$ cat src/rtl/seq_divider_16_pkg.sv
// Shared definitions for the sequential restoring divider: default width,
// FSM state encoding and the iteration-counter width helper.
package seq_divider_16_pkg;

    localparam int WIDTH_DEF = 16;

    typedef enum logic [1:0] {
        IDLE = 2'd0,
        RUN  = 2'd1,
        DONE = 2'd2
    } state_t;

    function automatic int cnt_width(input int width);
        return $clog2(width + 1);
    endfunction

    localparam int CNT_W_DEF = cnt_width(WIDTH_DEF);

endpackage

$ cat src/rtl/seq_divider_16_div_step.sv
// One restoring-division step: shift in a dividend bit, trial-subtract the
// divisor on a WIDTH+1 bit path, keep the difference when it does not go negative.
module div_step
    import seq_divider_16_pkg::*;
#(
    parameter int WIDTH = WIDTH_DEF
) (
    input  logic [WIDTH-1:0] rem,
    input  logic             bit_in,
    input  logic [WIDTH-1:0] divisor,
    output logic [WIDTH-1:0] rem_next,
    output logic             q_bit
);

    logic [WIDTH:0] shifted;
    logic [WIDTH:0] trial;

    always_comb begin
        shifted  = {rem, bit_in};
        trial    = shifted - {1'b0, divisor};
        q_bit    = ~trial[WIDTH];
        // A non-negative trial is below the divisor, so it fits in WIDTH bits.
        rem_next = q_bit ? trial[WIDTH-1:0] : shifted[WIDTH-1:0];
    end

endmodule

$ cat src/rtl/seq_divider_16.sv
// Iterative radix-2 restoring unsigned divider: one quotient bit per clock,
// one-cycle done pulse with registered quotient, remainder and div_by_zero.
module seq_divider_16
    import seq_divider_16_pkg::*;
#(
    parameter int WIDTH = WIDTH_DEF
) (
    input  logic             clk,
    input  logic             rst,
    input  logic             start,
    input  logic [WIDTH-1:0] dividend,
    input  logic [WIDTH-1:0] divisor,
    output logic             busy,
    output logic             done,
    output logic [WIDTH-1:0] quotient,
    output logic [WIDTH-1:0] remainder,
    output logic             div_by_zero
);

    localparam int CNT_W = cnt_width(WIDTH);

    state_t           state;
    logic [WIDTH-1:0] dvd_sr;
    logic [WIDTH-1:0] dvs_r;
    logic [WIDTH-1:0] rem_p;
    logic [WIDTH-1:0] rem_next;
    logic             q_bit;
    logic [CNT_W-1:0] cnt;

    // Dividend bits leave at the top while quotient bits enter at the bottom,
    // so after WIDTH steps dvd_sr holds the quotient.
    div_step #(.WIDTH(WIDTH)) u_step (
        .rem      (rem_p),
        .bit_in   (dvd_sr[WIDTH-1]),
        .divisor  (dvs_r),
        .rem_next (rem_next),
        .q_bit    (q_bit)
    );

    always_ff @(posedge clk or posedge rst) begin
        if (rst) begin
            state       <= IDLE;
            dvd_sr      <= '0;
            dvs_r       <= '0;
            rem_p       <= '0;
            cnt         <= '0;
            busy        <= 1'b0;
            done        <= 1'b0;
            quotient    <= '0;
            remainder   <= '0;
            div_by_zero <= 1'b0;
        end else begin
            case (state)
                IDLE: begin
                    done <= 1'b0;
                    if (start) begin
                        dvd_sr <= dividend;
                        dvs_r  <= divisor;
                        rem_p  <= '0;
                        busy   <= 1'b1;
                        if (divisor == '0) begin
                            state       <= DONE;
                            cnt         <= '0;
                            done        <= 1'b1;
                            quotient    <= '1;
                            remainder   <= dividend;
                            div_by_zero <= 1'b1;
                        end else begin
                            state <= RUN;
                            cnt   <= CNT_W'(WIDTH);
                        end
                    end
                end
                RUN: begin
                    dvd_sr <= {dvd_sr[WIDTH-2:0], q_bit};
                    rem_p  <= rem_next;
                    cnt    <= cnt - CNT_W'(1);
                    if (cnt == CNT_W'(1)) begin
                        state       <= DONE;
                        done        <= 1'b1;
                        quotient    <= {dvd_sr[WIDTH-2:0], q_bit};
                        remainder   <= rem_next;
                        div_by_zero <= 1'b0;
                    end
                end
                DONE: begin
                    state <= IDLE;
                    done  <= 1'b0;
                    busy  <= 1'b0;
                end
                default: begin
                    state <= IDLE;
                    done  <= 1'b0;
                    busy  <= 1'b0;
                end
            endcase
        end
    end

endmodule

$ cat config.mk
export PLATFORM = sky130hd
export DESIGN_NAME = seq_divider_16
export DESIGN_NICKNAME = d
export VERILOG_FILES = /design/src/rtl/seq_divider_16_pkg.sv /design/src/rtl/seq_divider_16_div_step.sv /design/src/rtl/seq_divider_16.sv
export SDC_FILE = /design/constraint.sdc
export NUM_CORES = 1
export LEC_CHECK = 0
export CORE_UTILIZATION = 59
export CTS_CLUSTER_DIAMETER = 80
export DETAILED_ROUTE_END_ITERATION = 12
export PLACE_DENSITY = 0.88
export SETUP_SLACK_MARGIN = 0.02
export SLEW_MARGIN = 20
export SYNTH_ARGS = -nofsm -noshare
export SYNTH_HDL_FRONTEND = slang
export SYNTH_SLANG_ARGS = --single-unit
export TNS_END_PERCENT = 100
$ cat constraint.sdc
create_clock -name clk -period 7.79 [get_ports clk]
set_clock_uncertainty 0.05 [all_clocks]
set_input_delay 1.558 -clock clk [delete_from_list [all_inputs] [get_ports clk]]
set_output_delay 1.558 -clock clk [all_outputs]
set_load 0.03 [all_outputs]
# Word level (Yosys, flattened, before mapping)
# Cells that the tools add are included.
# W data, S select, Z words.
# word_totals
ff_bits	90
latchBits	0
ramBits	0
mem_bits_ro	0
inputBits	35
output_inout_bits	35
wordCells	57
n_memories	0
# op_classes
add_sub_neg	2
n_mul	0
div	0
n_lt_le_gt_ge	0
n_eq_ne	5
shift	0
mux	30
n_bitwise	2
n_reduce_logical	8
# ops
operator	count
$mux W16	9
$pmux W16 S2	4
$sub A17 B16 Y17	1
$logic_not A16 Y1	1
$mux W5	2
$pmux W5 S2	1
$reduce_and A2 Y1	4
$mux W1	7
$mux W2	3
$ne A2 B2 Y1 const B	3
$pmux W1 S2	3
$eq A5 B1 Y1 const B	1
$sub A5 B1 Y5 const B	1
$pmux W2 S2	1
$reduce_and A4 Y1	1
$eq A2 B1 Y1 const B	1
$logic_not A2 Y1	1
$not A1 Y1	2
$reduce_bool A2 Y1	1

# Longest topological paths before layout
# Gate-level depths: netlist (run 1).
# logic_depth
ltp_word	4
ltp_mapped	12
mapped_depth_nobuf	10

# Cells and area by module
# From an unflattened synthesis (run 1), not the netlist that was laid out.
# unflattened
cells_unflattened	442
area_unflattened_um2	4705.8
# by_module_without_submodules
mod	instances	cells_per_inst	area_each_um2	seq_area_each_um2
seq_divider_16	1	314	3696.0	2252.2
div_step	1	128	1009.7	0.0

# Least setup slack after synthesis (run 1)
# OpenSTA, ideal clock, no wires.
# synth_path
path_type	input to register
start	input divisor[0]
end	register remainder[1]
setup_ns	0.126
arrival_ns	3.085
t_required_ns	7.614
slack_ns	4.529
path_stages	7
n_path_buf	1
path_cell_list	nor4_1 -> nand4_1 -> or3_1 -> a21oi_1 -> buf_2 -> nand2_1 -> o32a_1
# synth_via
elab_chain_cells	3
# synth_lines
item	line	rtl
from (decl)	seq_divider_16.sv:12	input logic [WIDTH-1:0] divisor,
$logic_not A16 Y1	seq_divider_16.sv:61	if (divisor == '0) begin
$ne A2 B2 Y1 (no source line)	-	
$reduce_and A4 Y1 (no source line)	-	
to (signal assigned)	seq_divider_16.sv:66	remainder <= dividend;
to (signal assigned)	seq_divider_16.sv:82	remainder <= rem_next;
to (decl)	seq_divider_16.sv:16	output logic [WIDTH-1:0] remainder,
# Every way passes these cells.
# A chain may end at the register's enable or synchronous reset.

# Worst setup path after layout (run 1)
# layout_path
start	input divisor[11]
end	register remainder[3]
# The elaborated chain is that of the path after synthesis.

==> results of run 1 <==
## path summary, 6_finish.rpt
path | to | from | depth (start not counted)
max | remainder[3]$_DFFE_PP0P_ | divisor[11] | 8
min | quotient[3]$_DFFE_PP0P_ | quotient[3]$_DFFE_PP0P_ | 1
max reg2reg | remainder[14]$_DFFE_PP0P_ | dvd_sr[15]$_DFFE_PP0P_ | 10
min reg2reg | quotient[3]$_DFFE_PP0P_ | quotient[3]$_DFFE_PP0P_ | 1
max in group asynchronous | quotient[10]$_DFFE_PP0P_ | rst | 3
min in group asynchronous | dvd_sr[3]$_DFFE_PP0P_ | rst | 3
## cells in the final DEF, fill, tap and decap left out, drive strengths merged, types with 4 or more instances in the layout
master	Yosys	routed
a21o	7	7
a21oi	30	30
a221o	5	5
a22o	4	4
a22oi	8	8
a31oi	7	7
buf	3	6
clkbuf	21	9
clkdlybuf4s50	0	69
dfrtp	90	90
ha	18	18
inv	27	29
mux2i	16	16
nand2	72	72
nand2b	6	6
nand3	11	11
nor2	25	25
nor2b	6	6
nor3	9	9
nor4	5	5
o211ai	5	5
o21a	5	5
o21ai	50	50
o22a	15	15
xor2	7	7
## state kept, by name, indices dropped and copies added (netlist names)
| register | cells |
|---|---|
| div_by_zero | 1 |
| dvs_r | 16 |
| busy | 1 |
| cnt | 5 |
| dvd_sr | 16 |
| quotient | 16 |
| done | 1 |
| remainder | 16 |
| rem_p | 16 |
| state | 2 |
## power by group through the flow
stage	clock (mW)	sequential [mW]	combinational [mW]
floorplan	0	0.972	1.20
global placement	0	0.860	1.74
detailed placement	0	0.866	1.80
CTS	0.396	0.862	1.82
global route	0.413	0.891	2.01
finish	0.395	0.866	1.84
## stage by stage
| stage | hold WS [ps] | cells |
|---|---|---|
| 2_1_floorplan | 402 | 504 |
| 3_3_place_gp | 420 | 657 |
| 3_5_place_dp | 430 | 657 |
| 4_1_cts | 452 | 673 |
| 5_1_grt | 471 | 673 |
| 6_report | 448 | 673 |
## per-layer routing
layer  global-route usage [%]  wire length (um)  vias up
met4                     11.5               201        0
met1                     41.2              5160     2002
li1                         -                 -     1950
met3                     3.94               848       17
met2                     46.8              5470      175
met5                        0                 0        -
## area by class of cell
class | count | area (sq um) | area share, %
Inverter | 27 | 103 | 1.76
Sequential cell | 90 | 2250 | 38.6
Clock inverter | 7 | 121 | 2.08
Timing Repair Buffer | 75 | 739 | 12.7
Tap cell | 102 | 128 | 2.19
Multi-Input combinational cell | 363 | 2370 | 40.6
Clock buffer | 9 | 124 | 2.12
## cells by family (layout without fill, tap and decap cells)
kind of cell / count (synthesis) / count (layout) / share of synthesized area (%)
buf+inv: 51 / 118 / 4.31
mux: 19 / 19 / 4.10
compound gates: 161 / 161 / 22.4
flops: 90 / 90 / 46.8
fa+ha+maj: 19 / 19 / 5.09
simple gates: 154 / 154 / 15.5
xor+xnor: 10 / 10 / 1.82
==> results.yml, run 1 <==
timing:
  finalCritPeriodShare_pct: 52.2
  period_minus_slack_ps: 4070
  rsz0062_at_grt: "no"
  fin_ws_ps: 3720
  slew_headroom_pct: 47.5
  max_freq_ghz: 0.246
  worst_pin_slew_ps: 788
  maxSlewViolCount: 0
  fin_tns_setup_ps: 0
  hold_viol: 0
  setup_viol: 0
setup_path:
  end_kind: "flop"
  cp-start-kind: "primary input"
  crit_required_ps: 8000
  r2r_slack_ps: 4380
  crit_arrival_ps: 4270
  path_delay_family: "simple AND/OR/NAND/NOR gates"
  crit_type: "in -> reg"
  cp_num_buf_inv: 2
  cpPeakStageDelay_ps: 520
  cp_cell_sequence: "clkdlybuf4s50_1, nor4_1, nand4_1, or3_1, a21oi_2, buf_4, nand2_1, o32a_1"
  cp_max_fo: 19
  crit_slowest_cell: "a21oi_2"
power:
  p_switching_mw: 1.43
  power.total_mw: 3.10
  max-vdd-ir-drop_v: 0.000296
  p_int_mw: 1.66
  pwr-share-comb_pct: 59.3
  pwr-share-seq_pct: 28.0
  swShare_pct: 46.3
  pwr-share-clk_pct: 12.8
  powerDensity_nw_per_um2: 531
  p_leak_nw: 2.55
die:
  die_h_um: 92.3
  die_w_um: 92.3
  num_rows: 32
  start_util_pct: 61.7
  core_sq_um: 7810
  ios: 70
  dieArea_sq_um: 8530
final_layout:
  drive_gt1_share_pct: 7.01
  final_core_util_pct: 74.7
  fin_area_sq_um: 5840
  antenna_cells: 0
  syn2layout_area_growth_pct: 21.2
  fin_nets: 620
  fillers: 540
route:
  via_per_inst: 6.16
  antenna_left: 0
  wire_per_inst_um: 17.4
  first_pass_iters: 5
  drt_iter0_markers: 312
  vias: 4144
  finalWirelength_um: 11700
  remaining_drc_errors: 0
cts:
  cts-resized-gates: 0
  clk_pin_slew_worst_paths_ps: 100
  insertion_delay_ps: 370
  cts_buffer_depth: 2
  clock-root-buffer: "clkbuf_8"
  numCtsBuffers: 9
  cts_tree: "done"
  htreeDepth: 3
  ctsHoldBuffers: 0
  cts_setup_buffers: 0
  clock-sinks: 90
global_route:
  grt_max_degree: 91
  grtUsageTotal_pct: 29.4
  first_global_vias: 4094
  grt_pass1_wl_um: 19700
  overflow: 0
  antenna_found_initial: 0
yosys:
  synth_edf_count: 0
  yosysTopAreaCell: "dfrtp_1"
  syn_inst: 504
  yosysSeqAreaShare_pct: 46.8
  synthTopCellsByCount: "dfrtp_1, nand2_1, o21ai_0, a21oi_1, inv_1"
  syn_avg_cell_area_sq_um: 9.56
  synth-seq-cells: 90
  ys_types: 61
  netlist_top_cells_area: "dfrtp_1, nand2_1, o21ai_0, ha_1, mux2i_1"
  synth_top_area_share_pct: 46.8
  synth.net_count: 558
  yosysMostFrequentCell: "dfrtp_1"
  synth_ff_type: "dfrtp_1"
  netlist_area_sq_um: 4820
  yosys_warnings: 0
  synthArstFlopShare_pct: 100
hold_path:
  hp-class: "reg -> reg"
placement:
  place_area_sq_um: 5590
  dp_hpwl_um: 8070
  port_buffers: 69
  gp_congestion: 0.895
  pre_cts_ws_ps: 3300
flow_run:
  drv_cap: 0
outcome:
  status: "completed"
Power figures use the tool's default switching activity.
==> run 2, diff against run 1 <==
Settings changed: CORE_UTILIZATION 59 to 55, PLACE_DENSITY 0.88 to 0.83.
Clock period 7.79 ns to 4.24 ns, I/O delays scaled along.
==> run 2 against run 1 <==
  * Clock power is 84% higher
  * Critical path depth is 2 higher
  * Total power is 85% higher
  * Core utilization is 4.6 points lower
  * Non-clock buffer count is 2 higher
  * Final cell count is 0.74% higher
  * First-iteration DRC count is 1.9% higher
  * Sequential share of layout area is 0.12 points lower
  * Die area is 7.1% higher
  * Via count is 0.51% lower
  * Highest routed layer unchanged
==> results.yml, run 2 (synthesis results as in run 1) <==
outcome:
  status: "completed"
setup_path:
  cp_num_buf_inv: 1
  cp-start-kind: "flop"
  cpPeakStageDelay_ps: 560
  end_kind: "flop"
  crit_arrival_ps: 3500
  worstRegToRegCells: 10
  crit_type: "reg -> reg"
  cp_cell_sequence: "inv_1, ha_1, fa_1, nand2b_1, a21oi_1, o211ai_2, a21boi_4, or2_1, o31ai_2, a221o_1"
  crit_slowest_cell: "or2_1"
  r2r_end: "remainder[14]$_DFFE_PP0P_"
  r2r_slack_ps: 940
  cp_max_fo: 14
  path_delay_family: "compound AO/OA/AOI/OAI gates"
  r2r_start: "dvd_sr[15]$_DFFE_PP0P_"
  crit_required_ps: 4450
timing:
  fin_ws_ps: 944
  worst_pin_slew_ps: 741
  fin_tns_setup_ps: 0
  slew_headroom_pct: 50.5
  period_minus_slack_ps: 3300
  hold_viol: 0
  rsz0062_at_grt: "no"
  maxSlewViolCount: 0
  setup_viol: 0
  finalCritPeriodShare_pct: 77.7
  max_freq_ghz: 0.303
power:
  power.total_mw: 5.73
  max-vdd-ir-drop_v: 0.000567
  p_leak_nw: 2.56
  powerDensity_nw_per_um2: 980
die:
  num_rows: 33
  dieArea_sq_um: 9130
  core_sq_um: 8340
  die_h_um: 95.6
  ios: 70
  die_w_um: 95.6
  start_util_pct: 57.7
cts:
  cts_buffer_depth: 2
  cts_tree: "done"
  cts_setup_buffers: 0
  insertion_delay_ps: 370
  numCtsBuffers: 9
  ctsHoldBuffers: 0
  clock-root-buffer: "clkbuf_8"
  clock-sinks: 90
  clk_pin_slew_worst_paths_ps: 100
  cts-resized-gates: 0
  htreeDepth: 3
route:
  via_per_inst: 6.08
  antenna_left: 0
  vias: 4123
  finalWirelength_um: 12400
  wire_per_inst_um: 18.2
  remaining_drc_errors: 0
  drt_iter0_markers: 318
  first_pass_iters: 5
final_layout:
  final_cell_count_no_fill: 678
  syn2layout_area_growth_pct: 21.5
  fin_nets: 622
  fin_area_sq_um: 5850
  antenna_cells: 0
  final_common_cell: "dfrtp_1"
  drive_gt1_share_pct: 7.33
  final_cell_mix: "dfrtp_1, nand2_1, clkdlybuf4s50_1"
  fillers: 619
global_route:
  antenna_found_initial: 0
  first_global_vias: 4040
  grt_pass1_wl_um: 20100
  grt_max_degree: 51
  grtUsageTotal_pct: 29.1
  overflow: 0
placement:
  dp.cells: 662
  pre_cts_ws_ps: 711
  place_area_sq_um: 5610
  port_buffers: 69
  gp_congestion: 0.891
  dp_hpwl_um: 8940
hold_path:
  hp-class: "reg -> reg"
  holdPathEnd: "quotient[2]$_DFFE_PP0P_"
  hp-start: "quotient[2]$_DFFE_PP0P_"
  hold_depth: 1
flow_run:
  drv_cap: 0
## run 2: cell count changes in the layout (fill, tap and decap cells not counted)
cell,delta
buf_4,+3
buf_6,-1
clkinv_2,-1
clkinv_4,+1
clkinvlp_4,+1
inv_6,-1
## run 2: through the flow
stage	utilization (%)	hold slack (ps)
2_1_floorplan	-	402
3_3_place_gp	67.2	417
3_5_place_dp	67.2	426
4_1_cts	70.2	453
5_1_grt	70.2	476
6_report	70.2	452
## run 2: worst register-to-register path, stage by stage, from the launching register on
cell,delay (ps)
dfrtp_1,400
inv_1,60
ha_1,200
fa_1,390
nand2b_1,190
a21oi_1,320
o211ai_2,210
a21boi_4,250
or2_1,560
o31ai_2,190
a221o_1,370
## run 2: how the worst max path moves through the flow
stage                                start                         to  slack [ps]  cells after the start
global route        dvd_sr[15]$_DFFE_PP0P_  remainder[14]$_DFFE_PP0P_         780                     10
detailed placement              divisor[3]    div_by_zero$_DFFE_PP0P_         710                      8
finish              dvd_sr[15]$_DFFE_PP0P_  remainder[14]$_DFFE_PP0P_         940                     10
CTS                 dvd_sr[15]$_DFFE_PP0P_  remainder[14]$_DFFE_PP0P_         960                     10
global placement                divisor[3]    quotient[9]$_DFFE_PP0P_         890                      7
floorplan                              rst           busy$_DFFE_PP0P_        1010                      1
## run 2: layout make-up
class | count | area [sq um] | share of cell area, %
Sequential cell | 90 | 2250 | 38.5
Clock buffer | 9 | 124 | 2.12
Multi-Input combinational cell | 363 | 2370 | 40.5
Clock inverter | 7 | 124 | 2.12
Timing Repair Buffer | 77 | 751 | 12.8
Inverter | 27 | 103 | 1.75
Tap cell | 105 | 131 | 2.24
## run 2: report_power, final
group	internal (mW)	switching (mW)
sequential	1.28	0.324
clock	0.397	0.328
combinational	1.39	2.02
total	3.06	2.67
## run 2: layer usage
metal	vias to the layer above	GRT usage, %	part of all wire [%]
li1	1932	-	-
met5	-	0	0
met2	155	48.6	48
met3	24	5.50	6.4
met4	0	9.45	1.7
met1	2012	38.3	44
==> run 3, diff against run 2 <==
Settings changed: CORE_UTILIZATION 55 to 49, PLACE_DENSITY 0.83 to 0.78.
Clock period 4.24 ns to 2.73 ns, I/O delays scaled along.
==> run 3 against run 2 <==
  * The flow now finishes with violations (setup timing)
  * Fmax grew 20%
  * Core utilization decreased by 2.7 points
  * Clock power up 34%
  * Hold slack lost 2.9 ps
  * Critical path depth up 2
  * Sequential cell count did not move
  * Worst setup slack lost 950 ps
  * Total power grew 71%
  * Via count rose by 3.7%
  * Die area grew 12%
  * Critical path type unchanged
==> results.yml, run 3 (synthesis results as in run 1) <==
die:
  start_util_pct: 51.4
  die_w_um: 101
  num_rows: 35
  core_sq_um: 9370
  die_h_um: 101
  dieArea_sq_um: 10200
  ios: 70
setup_path:
  r2r_start: "dvs_r[0]$_DFFE_PP0P_"
  r2r_slack_ps: -7
  cp-start-kind: "flop"
  crit_type: "reg -> reg"
  crit_end: "remainder[10]$_DFFE_PP0P_"
  end_kind: "flop"
  cp_max_fo: 5
  startpoint: "dvs_r[0]$_DFFE_PP0P_"
  r2r_end: "remainder[10]$_DFFE_PP0P_"
  crit_required_ps: 2910
  worstRegToRegCells: 12
  crit_arrival_ps: 2910
route:
  drt_iter0_markers: 288
  remaining_drc_errors: 0
  first_pass_iters: 5
  finalWirelength_um: 12900
  antenna_left: 0
  via_per_inst: 5.71
  vias: 4274
  wire_per_inst_um: 17.2
hold_path:
  hp-class: "reg -> reg"
power:
  powerDensity_nw_per_um2: 1550
  power.total_mw: 9.82
  p_switching_mw: 4.47
  pwr-share-comb_pct: 64.8
  swShare_pct: 45.5
  pwr-share-seq_pct: 25.4
  p_leak_nw: 2.77
  p_int_mw: 5.36
  max-vdd-ir-drop_v: 0.000693
  pwr-share-clk_pct: 9.9
final_layout:
  final_core_util_pct: 67.5
  final_cell_mix: "dfrtp_1, nand2_1, clkdlybuf4s50_1"
  syn2layout_area_growth_pct: 31.4
  fillers: 733
  drive_gt1_share_pct: 16.8
  fin_nets: 669
  fin_area_sq_um: 6330
  final_common_cell: "dfrtp_1"
  register_area_sq_um: 2250
  multi_input_area_sq_um: 2450
  antenna_cells: 0
outcome:
  violations: "setup timing"
  status: "complete, but fails checks"
cts:
  htreeDepth: 3
  clock-sinks: 90
  clk_pin_slew_worst_paths_ps: 100
  clock-root-buffer: "clkbuf_8"
  numCtsBuffers: 9
  cts_tree: "done"
  insertion_delay_ps: 370
  cts_buffer_depth: 2
timing:
  hold_viol: 0
  fin_tns_setup_ps: -7.47
  slew_headroom_pct: 52.2
  finalCritPeriodShare_pct: 100
  maxSlewViolCount: 0
  max_freq_ghz: 0.365
  period_minus_slack_ps: 2740
  fin_ws_ps: -6.58
  rsz0062_at_grt: "yes"
  setup_viol: 2
  worst_pin_slew_ps: 715
global_route:
  overflow: 0
  grt_max_degree: 91
  first_global_vias: 4378
  grtUsageTotal_pct: 26.5
  antenna_found_initial: 0
  grt_pass1_wl_um: 20800
placement:
  place_area_sq_um: 6020
  dp_hpwl_um: 9260
  gp_congestion: 0.876
  pre_cts_ws_ps: -216
  port_buffers: 69
flow_run:
  drv_cap: 0
-- run 3: cell types whose count changed in the layout (fill, tap and decap cells not counted), sizes merged --
cell      delta
buf         +47
inv          +1
clkinvlp     +3
bufinv       -2
clkinv       -2
-- run 3: power groups by stage --
| stage | Clock, mW | Sequential [mW] | Combinational (mW) |
|---|---|---|---|
| 3_3_place_gp | 0 | 2.47 | 5.80 |
| 4_1_cts | 0.984 | 2.47 | 6.22 |
| 3_5_place_dp | 0 | 2.48 | 6.00 |
| 6_report | 0.970 | 2.49 | 6.36 |
| 5_1_grt | 1.04 | 2.57 | 6.90 |
| 2_1_floorplan | 0 | 2.78 | 3.54 |
-- run 3: layout make-up --
type                    instances  area share, %
flip-flops and latches         90           35.6
multi-input cells             363           38.8
repair buffers                124           18.1
clock buffers                   9           1.96
clock inverters                 7           1.33
well taps                     129           2.55
inverters                      27           1.66
-- run 3: per-layer routing --
layer | vias up | share of wire (%) | wire length (um) | GRT usage [%]
li1 | 2029 | - | - | -
met1 | 2070 | 45 | 5820 | 35.5
met2 | 152 | 47 | 6120 | 44.6
met3 | 23 | 5.6 | 719 | 3.73
met4 | 0 | 1.8 | 226 | 8.70
met5 | - | 0 | 0 | 0
-- run 3: critical path: stages, from the launching register on --
cell and delay [ps]:
dfrtp_1 430, ha_4 180, fa_2 340, nand2b_4 160, a21oi_4 190, o211ai_4 120
and3b_4 220, buf_12 130, nor2_4 140, buf_6 160, mux2i_2 230, buf_4 160
o221ai_2 80
-- run 3: worst min-delay path by stage --
stage,startpoint,to,slack [ps],cells after the start
global placement,quotient[6]$_DFFE_PP0P_,quotient[6]$_DFFE_PP0P_,420,1
floorplan,dvs_r[0]$_DFFE_PP0P_,dvs_r[0]$_DFFE_PP0P_,400,2
global route,quotient[1]$_DFFE_PP0P_,quotient[1]$_DFFE_PP0P_,470,1
detailed placement,quotient[10]$_DFFE_PP0P_,quotient[10]$_DFFE_PP0P_,430,1
finish,quotient[1]$_DFFE_PP0P_,quotient[1]$_DFFE_PP0P_,450,1
CTS,quotient[1]$_DFFE_PP0P_,quotient[1]$_DFFE_PP0P_,450,1
-- run 3: through the flow --
stage                     std cells  hold slack [ps]
after global placement          728              425
after global routing            749              465
final                           749              449
after floorplan                 504              402
after CTS                       747              454
after detailed placement        728              430
-- run 3: what timing repair did --
action                     4_1_cts  5_1_grt
buffers inserted                 3        2
pin swaps                        5        0
hold buffers                     0        0
setup endpoints to repair       24       20
gates resized for setup          7        9
cloned                           0        0
